<file path="src/rtl/exception_sequencer_pkg.sv">
// Shared definitions for the exception sequencer: FSM states, cause codes,
// default handler-vector addresses and the cause-to-address lookup.
package exception_sequencer_pkg;

    typedef enum logic [2:0] {
        S_IDLE,
        S_SAVE,
        S_REQ,
        S_WAIT,
        S_LOAD
    } state_t;

    typedef enum logic [1:0] {
        CAUSE_NONE     = 2'b00,
        CAUSE_OPCODE   = 2'b01,
        CAUSE_OVERFLOW = 2'b10,
        CAUSE_DIV0     = 2'b11
    } cause_t;

    localparam logic [31:0] DEF_VEC_OPCODE   = 32'd253;
    localparam logic [31:0] DEF_VEC_OVERFLOW = 32'd254;
    localparam logic [31:0] DEF_VEC_DIV0     = 32'd255;

    function automatic logic [31:0] vec_addr(
        input cause_t      c,
        input logic [31:0] v_opcode,
        input logic [31:0] v_overflow,
        input logic [31:0] v_div0
    );
        logic [31:0] a;
        a = '0;
        case (c)
            CAUSE_OPCODE:   a = v_opcode;
            CAUSE_OVERFLOW: a = v_overflow;
            CAUSE_DIV0:     a = v_div0;
            default:        a = '0;
        endcase
        return a;
    endfunction

endpackage

</file>
<file path="src/rtl/exception_sequencer_if.sv">
// Handler-vector memory read port: request/address out, data/valid back.
interface exception_sequencer_if;
    logic        mem_rd;
    logic [31:0] mem_addr;
    logic [31:0] mem_rdata;
    logic        mem_valid;

    modport master (output mem_rd, mem_addr, input mem_rdata, mem_valid);
    modport slave  (input mem_rd, mem_addr, output mem_rdata, mem_valid);
endinterface

</file>
<file path="src/rtl/exception_priority_enc.sv">
// Maps the three exception lines to a cause code, opcode > overflow > div0.
module exception_priority_enc
    import exception_sequencer_pkg::*;
(
    input  logic   exc_opcode,
    input  logic   exc_overflow,
    input  logic   exc_div0,
    output cause_t cause,
    output logic   any
);
    always_comb begin
        cause = CAUSE_NONE;
        any   = 1'b1;
        if (exc_opcode)        cause = CAUSE_OPCODE;
        else if (exc_overflow) cause = CAUSE_OVERFLOW;
        else if (exc_div0)     cause = CAUSE_DIV0;
        else                   any   = 1'b0;
    end
endmodule

</file>
<file path="src/rtl/exception_sequencer.sv">
// Exception entry sequencer: saves EPC, fetches the handler byte from the
// cause's vector address and strobes pc_load once the vector is known.
module exception_sequencer
    import exception_sequencer_pkg::*;
#(
    parameter logic [31:0] VEC_OPCODE   = DEF_VEC_OPCODE,
    parameter logic [31:0] VEC_OVERFLOW = DEF_VEC_OVERFLOW,
    parameter logic [31:0] VEC_DIV0     = DEF_VEC_DIV0
) (
    input  logic                          clk,
    input  logic                          reset,
    input  logic                          exc_opcode,
    input  logic                          exc_overflow,
    input  logic                          exc_div0,
    input  logic [31:0]                   pc_in,
    exception_sequencer_if.master         mem,
    output logic [31:0]                   epc_out,
    output logic [31:0]                   vector_out,
    output logic                          pc_load,
    output logic                          busy,
    output logic [1:0]                    exc_cause
);
    state_t      state, state_nxt;
    cause_t      cause_q;
    cause_t      enc_cause;
    logic        enc_any;
    logic        rd;
    logic [31:0] addr;
    logic        unused_rdata_hi;

    exception_priority_enc u_prio (
        .exc_opcode   (exc_opcode),
        .exc_overflow (exc_overflow),
        .exc_div0     (exc_div0),
        .cause        (enc_cause),
        .any          (enc_any)
    );

    always_ff @(posedge clk) begin
        if (reset) state <= S_IDLE;
        else       state <= state_nxt;
    end

    always_comb begin
        state_nxt = state;
        rd        = 1'b0;
        addr      = '0;
        pc_load   = 1'b0;
        busy      = 1'b1;
        case (state)
            S_IDLE: begin
                busy = 1'b0;
                if (enc_any) state_nxt = S_SAVE;
            end
            S_SAVE: state_nxt = S_REQ;
            S_REQ: begin
                rd        = 1'b1;
                addr      = vec_addr(cause_q, VEC_OPCODE, VEC_OVERFLOW, VEC_DIV0);
                state_nxt = S_WAIT;
            end
            S_WAIT: begin
                rd   = 1'b1;
                addr = vec_addr(cause_q, VEC_OPCODE, VEC_OVERFLOW, VEC_DIV0);
                if (mem.mem_valid) state_nxt = S_LOAD;
            end
            S_LOAD: begin
                pc_load   = 1'b1;
                state_nxt = S_IDLE;
            end
            default: state_nxt = S_IDLE;
        endcase
    end

    // Captured registers; exception lines and mem_valid only matter in their own state.
    always_ff @(posedge clk) begin
        if (reset) begin
            epc_out    <= '0;
            vector_out <= '0;
            cause_q    <= CAUSE_NONE;
        end else begin
            case (state)
                S_IDLE: if (enc_any) cause_q <= enc_cause;
                S_SAVE: epc_out <= pc_in - 32'd4;
                S_WAIT: if (mem.mem_valid) vector_out <= {24'b0, mem.mem_rdata[7:0]};
                default: ;
            endcase
        end
    end

    assign mem.mem_rd    = rd;
    assign mem.mem_addr  = addr;
    assign exc_cause     = cause_q;
    assign unused_rdata_hi = ^mem.mem_rdata[31:8];
endmodule
</file>
<file path="src/flat_wrapper.sv">
// flat-port wrapper written by rule: the top's interface ports become plain ports
module exception_sequencer_flat import exception_sequencer_pkg::*;
#(
    parameter logic [31:0] VEC_OPCODE   = DEF_VEC_OPCODE,
    parameter logic [31:0] VEC_OVERFLOW = DEF_VEC_OVERFLOW,
    parameter logic [31:0] VEC_DIV0     = DEF_VEC_DIV0
)
  (clk, reset, exc_opcode, exc_overflow, exc_div0, pc_in, epc_out, vector_out, pc_load, busy, exc_cause, mem_mem_rd, mem_mem_addr, mem_mem_rdata, mem_mem_valid);
  exception_sequencer_if mem_i ();
  input  logic clk;
  input  logic reset;
  input  logic exc_opcode;
  input  logic exc_overflow;
  input  logic exc_div0;
  input  logic [31:0] pc_in;
  output logic [31:0] epc_out;
  output logic [31:0] vector_out;
  output logic pc_load;
  output logic busy;
  output logic [1:0] exc_cause;
  output wire logic [$bits(mem_i.mem_rd)-1:0] mem_mem_rd;
  output wire logic [$bits(mem_i.mem_addr)-1:0] mem_mem_addr;
  input wire logic [$bits(mem_i.mem_rdata)-1:0] mem_mem_rdata;
  input wire logic [$bits(mem_i.mem_valid)-1:0] mem_mem_valid;
  assign mem_mem_rd = mem_i.mem_rd;
  assign mem_mem_addr = mem_i.mem_addr;
  assign mem_i.mem_rdata = mem_mem_rdata;
  assign mem_i.mem_valid = mem_mem_valid;
  exception_sequencer #(.VEC_OPCODE(VEC_OPCODE), .VEC_OVERFLOW(VEC_OVERFLOW), .VEC_DIV0(VEC_DIV0)) u_core (.clk(clk), .reset(reset), .exc_opcode(exc_opcode), .exc_overflow(exc_overflow), .exc_div0(exc_div0), .pc_in(pc_in), .mem(mem_i), .epc_out(epc_out), .vector_out(vector_out), .pc_load(pc_load), .busy(busy), .exc_cause(exc_cause));
endmodule
</file>
<file path="config.mk">
export PLATFORM = sky130hd
export DESIGN_NAME = exception_sequencer_flat
export DESIGN_NICKNAME = d
export VERILOG_FILES = /design/src/rtl/exception_sequencer_pkg.sv /design/src/rtl/exception_sequencer_if.sv /design/src/rtl/exception_priority_enc.sv /design/src/rtl/exception_sequencer.sv /design/src/flat_wrapper.sv
export SDC_FILE = /design/constraint.sdc
export NUM_CORES = 1
export LEC_CHECK = 0
export CELL_PAD_IN_SITES_DETAIL_PLACEMENT = 0
export CELL_PAD_IN_SITES_GLOBAL_PLACEMENT = 1
export CORE_MARGIN = 1.5
export CORE_UTILIZATION = 25
export CTS_BUF_LIST = sky130_fd_sc_hd__clkbuf_16
export CTS_CLUSTER_SIZE = 25
export DETAILED_ROUTE_END_ITERATION = 10
export PLACE_DENSITY = 0.76
export SLEW_MARGIN = 25
export SYNTH_ARGS = -nofsm -noshare
export SYNTH_HDL_FRONTEND = slang
export SYNTH_SLANG_ARGS = --single-unit
</file>
<file path="constraint.sdc">
create_clock -name clk -period 2.1 [get_ports clk]
set_input_delay 0.42 -clock clk [delete_from_list [all_inputs] [get_ports clk]]
set_output_delay 0.42 -clock clk [all_outputs]
set_load 0.005 [all_outputs]
</file>
==> metrics <==
status completed; Worst-path clk slew 0.07 ns; worst ir drop on vdd 0.000288 V; R2R Setup Slk 0.53 ns; largest area contributor in the netlist dfxtp_1; minimum clock period 2.04 ns; routing usage on met1 16.1%; cell internal pwr 1750 uW; Switching Share 28.3%; Setup crit end kind register; most frequent cell after synthesis buf_4; Power Density 585 nW/um^2; GRT Residual Overflow 0; CP Cell Sequence clkdlybuf4s50_1, or4_4, or2_4, o41ai_1, a311oi_1; layout cells sized above 1 17.4%; WP depth 5; RSZ-0062 raised after global routing yes; Fin. Hold Viols 0; CTS Sinks 45; GR Util met2 23.4%; area delta synth->final 51.9%; max_cap viols 0; Critical Path RT 2.26 ns; first-pass GRT wire length 12.4 mm; DR WL/cell 13.2 microns; Hold Path Class register to register; DR vias/cell 4.54; Cell variety after synth 49; Final #Nets 535; FMAX 490 MHz; crit path max fanout 5; Final Max Slew Viols 0; Synth area leaders dfxtp_1 (33%), buf_4 (15%), nor2_1 (5.8%), nand2_1 (3.8%), a311oi_1 (3.8%); final setup vio count 0; layer with the highest usage met2; area of the core 10,700 sq um; Hold Crit Depth 2; syn avg cell area 8.11 sq um; Main synth FF type dfxtp_1; Syn Std Cell Area 2740 sq um; worst r2r dst u_core.epc_out[26]; Longest Clk Path Bufs 2; CP arrival 2.20 ns; Lkg Pwr 0.00161 uW; Ports 171; vias in the first global route 2,601; post-route ant nets 0; worst setup margin 0.0608 ns; Worst path max stage delay 0.60 ns; post-synthesis instance total 338; DRC 0; period utilization 97.1%; FF+latch area 901 sq um; htree depth 2; all-layer global routing usage 13.4%; CP Launch Type input pin; CTS Root Cell clkbuf_16; Fillers 1,166; Rows 38; Crit-path slowest cell or4_4; Clk Latency, worst-skew pair 0.29 ns; Initial DRC Count 141; port bufs 98; drt total wl 8.01 mm; Worst Skew 0.00889 ns; post-DP HPWL 5.94 mm; met3 usage 3.21%; post-synthesis sequential area ratio 32.9%; Hold Buf Count CTS 0; Clk pwr share 32.6%; total negative slack 0 ns; largest net degree at the start of global routing 63; Crit Path Class input pin to register; initial antenna violation count 0; Sw Pwr 690 uW; #FFs+latches synth 45; depth of the worst register-to-register path 3; delay-heaviest family, CP simple AND/OR/NAND/NOR gates; Die ar. 11,600 sq um; pre-CTS WS -0.409 ns; Post-synth ARST share 0%; synth cell count leaders buf_4 (54), dfxtp_1 (45), nor2_1 (42), nand2_1 (28), clkbuf_1 (15); synth warn 0; area share of the largest cell type after synthesis 32.9%; dpl cells 593; Flop pwr share 40.3%; Vias 2,745; CTS buffer count 5; CTS tree yes; initial core utilization 25.5%; width of the chip 108 microns; multi-input logic area 1550 sq um; DR pass1 iterations 4; WP buf/inv 1; Combinational Power Share 27.1%; Routability Congestion 0.853; Vert. Die Dim 108 microns; EDFF count, synth 0; CP Launch Point pc_in[22]; ANT cells 0; reg2reg start u_core.state[0]; crit path to u_core.epc_out[25]; non-filler cells, final 605
-- through the flow --
step,area [sq um],utilization (%),power (uW),hold WS [ns]
2_1_floorplan,2920,-,1330,0.453
3_3_place_gp,3950,36.7,1650,0.441
3_5_place_dp,3950,36.7,1670,0.447
4_1_cts,4110,38.2,2470,0.457
5_1_grt,4170,38.8,2570,0.475
6_report,4170,38.8,2440,0.459
-- cell families (layout without fill, tap and decap cells) --
kind of cell / after synthesis / after routing / synth area share, %
AO/OA/AOI/OAI: 63 / 63 / 16.8
XOR/XNOR: 9 / 9 / 2.88
adder cells (fa/ha/maj): 1 / 1 / 0.456
buffers and inverters: 84 / 163 / 19.3
flip-flops: 45 / 45 / 32.9
other: 1 / 48 / 0.137
AND/OR/NAND/NOR: 135 / 136 / 27.7
-- layout by cell type (no fill, tap or decap), types with 7 or more instances in the layout --
| cell type | count |
|---|---|
| dfxtp_1 | 45 |
| dlygate4sd2_1 | 8 |
| conb_1 | 48 |
| nor2_1 | 42 |
| a311oi_1 | 12 |
| a21oi_1 | 10 |
| nor4_1 | 10 |
| nand2_1 | 28 |
| nand4_1 | 8 |
| inv_1 | 10 |
| a211oi_1 | 12 |
| or4_1 | 7 |
| buf_4 | 44 |
| clkdlybuf4s50_1 | 88 |
-- power by group through the flow --
| stage | clock, uW | combinational (uW) | sequential, uW |
|---|---|---|---|
| floorplan | 0 | 329 | 1000 |
| global placement | 0 | 654 | 1000 |
| detailed placement | 0 | 663 | 1000 |
| CTS | 825 | 658 | 983 |
| global route | 855 | 726 | 993 |
| finish | 795 | 661 | 982 |
-- cell type report --
cell class | count | share of cell area [%]
clock buffer | 5 | 3.00
clock inverter | 3 | 0.511
inverter | 10 | 0.901
multi-input combinational | 257 | 37.2
sequential | 45 | 21.6
tap | 140 | 4.21
timing repair buffer | 145 | 32.6
-- sequential cells by signal (all words and copies together), names as in the netlist --
signal             cells
u_core.exc_cause       2
u_core.epc_out        32
u_core.vector_out      8
u_core.state           3
-- routing by layer --
layer  vias up  part of all wire (%)
li1       1369                     -
met1      1259                    42
met2       109                    49
met3         8                   7.7
met4         0                   1.4
met5         -                     0
-- how the worst min path moves through the flow --
| stage | from | to |
|---|---|---|
| 3_3_place_gp | u_core.vector_out[7] | u_core.vector_out[7] |
| 4_1_cts | u_core.vector_out[6] | u_core.vector_out[6] |
| 2_1_floorplan | u_core.epc_out[0] | u_core.epc_out[0] |
| 5_1_grt | u_core.vector_out[3] | u_core.vector_out[3] |
| 6_report | u_core.vector_out[6] | u_core.vector_out[6] |
| 3_5_place_dp | u_core.vector_out[6] | u_core.vector_out[6] |
-- what timing repair did --
item                                    4_1_cts  5_1_grt
setup buffers                                 1        2
gates cloned                                  0        1
pin swaps                                     2        3
gates resized for setup                      12        8
endpoints found under the setup margin       17       13
-- worst reg2reg max path, stage by stage (launching register included) --
cell,delay (ns)
dfxtp_1,0.49
or3b_2,0.59
a211o_1,0.26
and3_1,0.13
No activity file was read; power rests on OpenSTA's default activity.
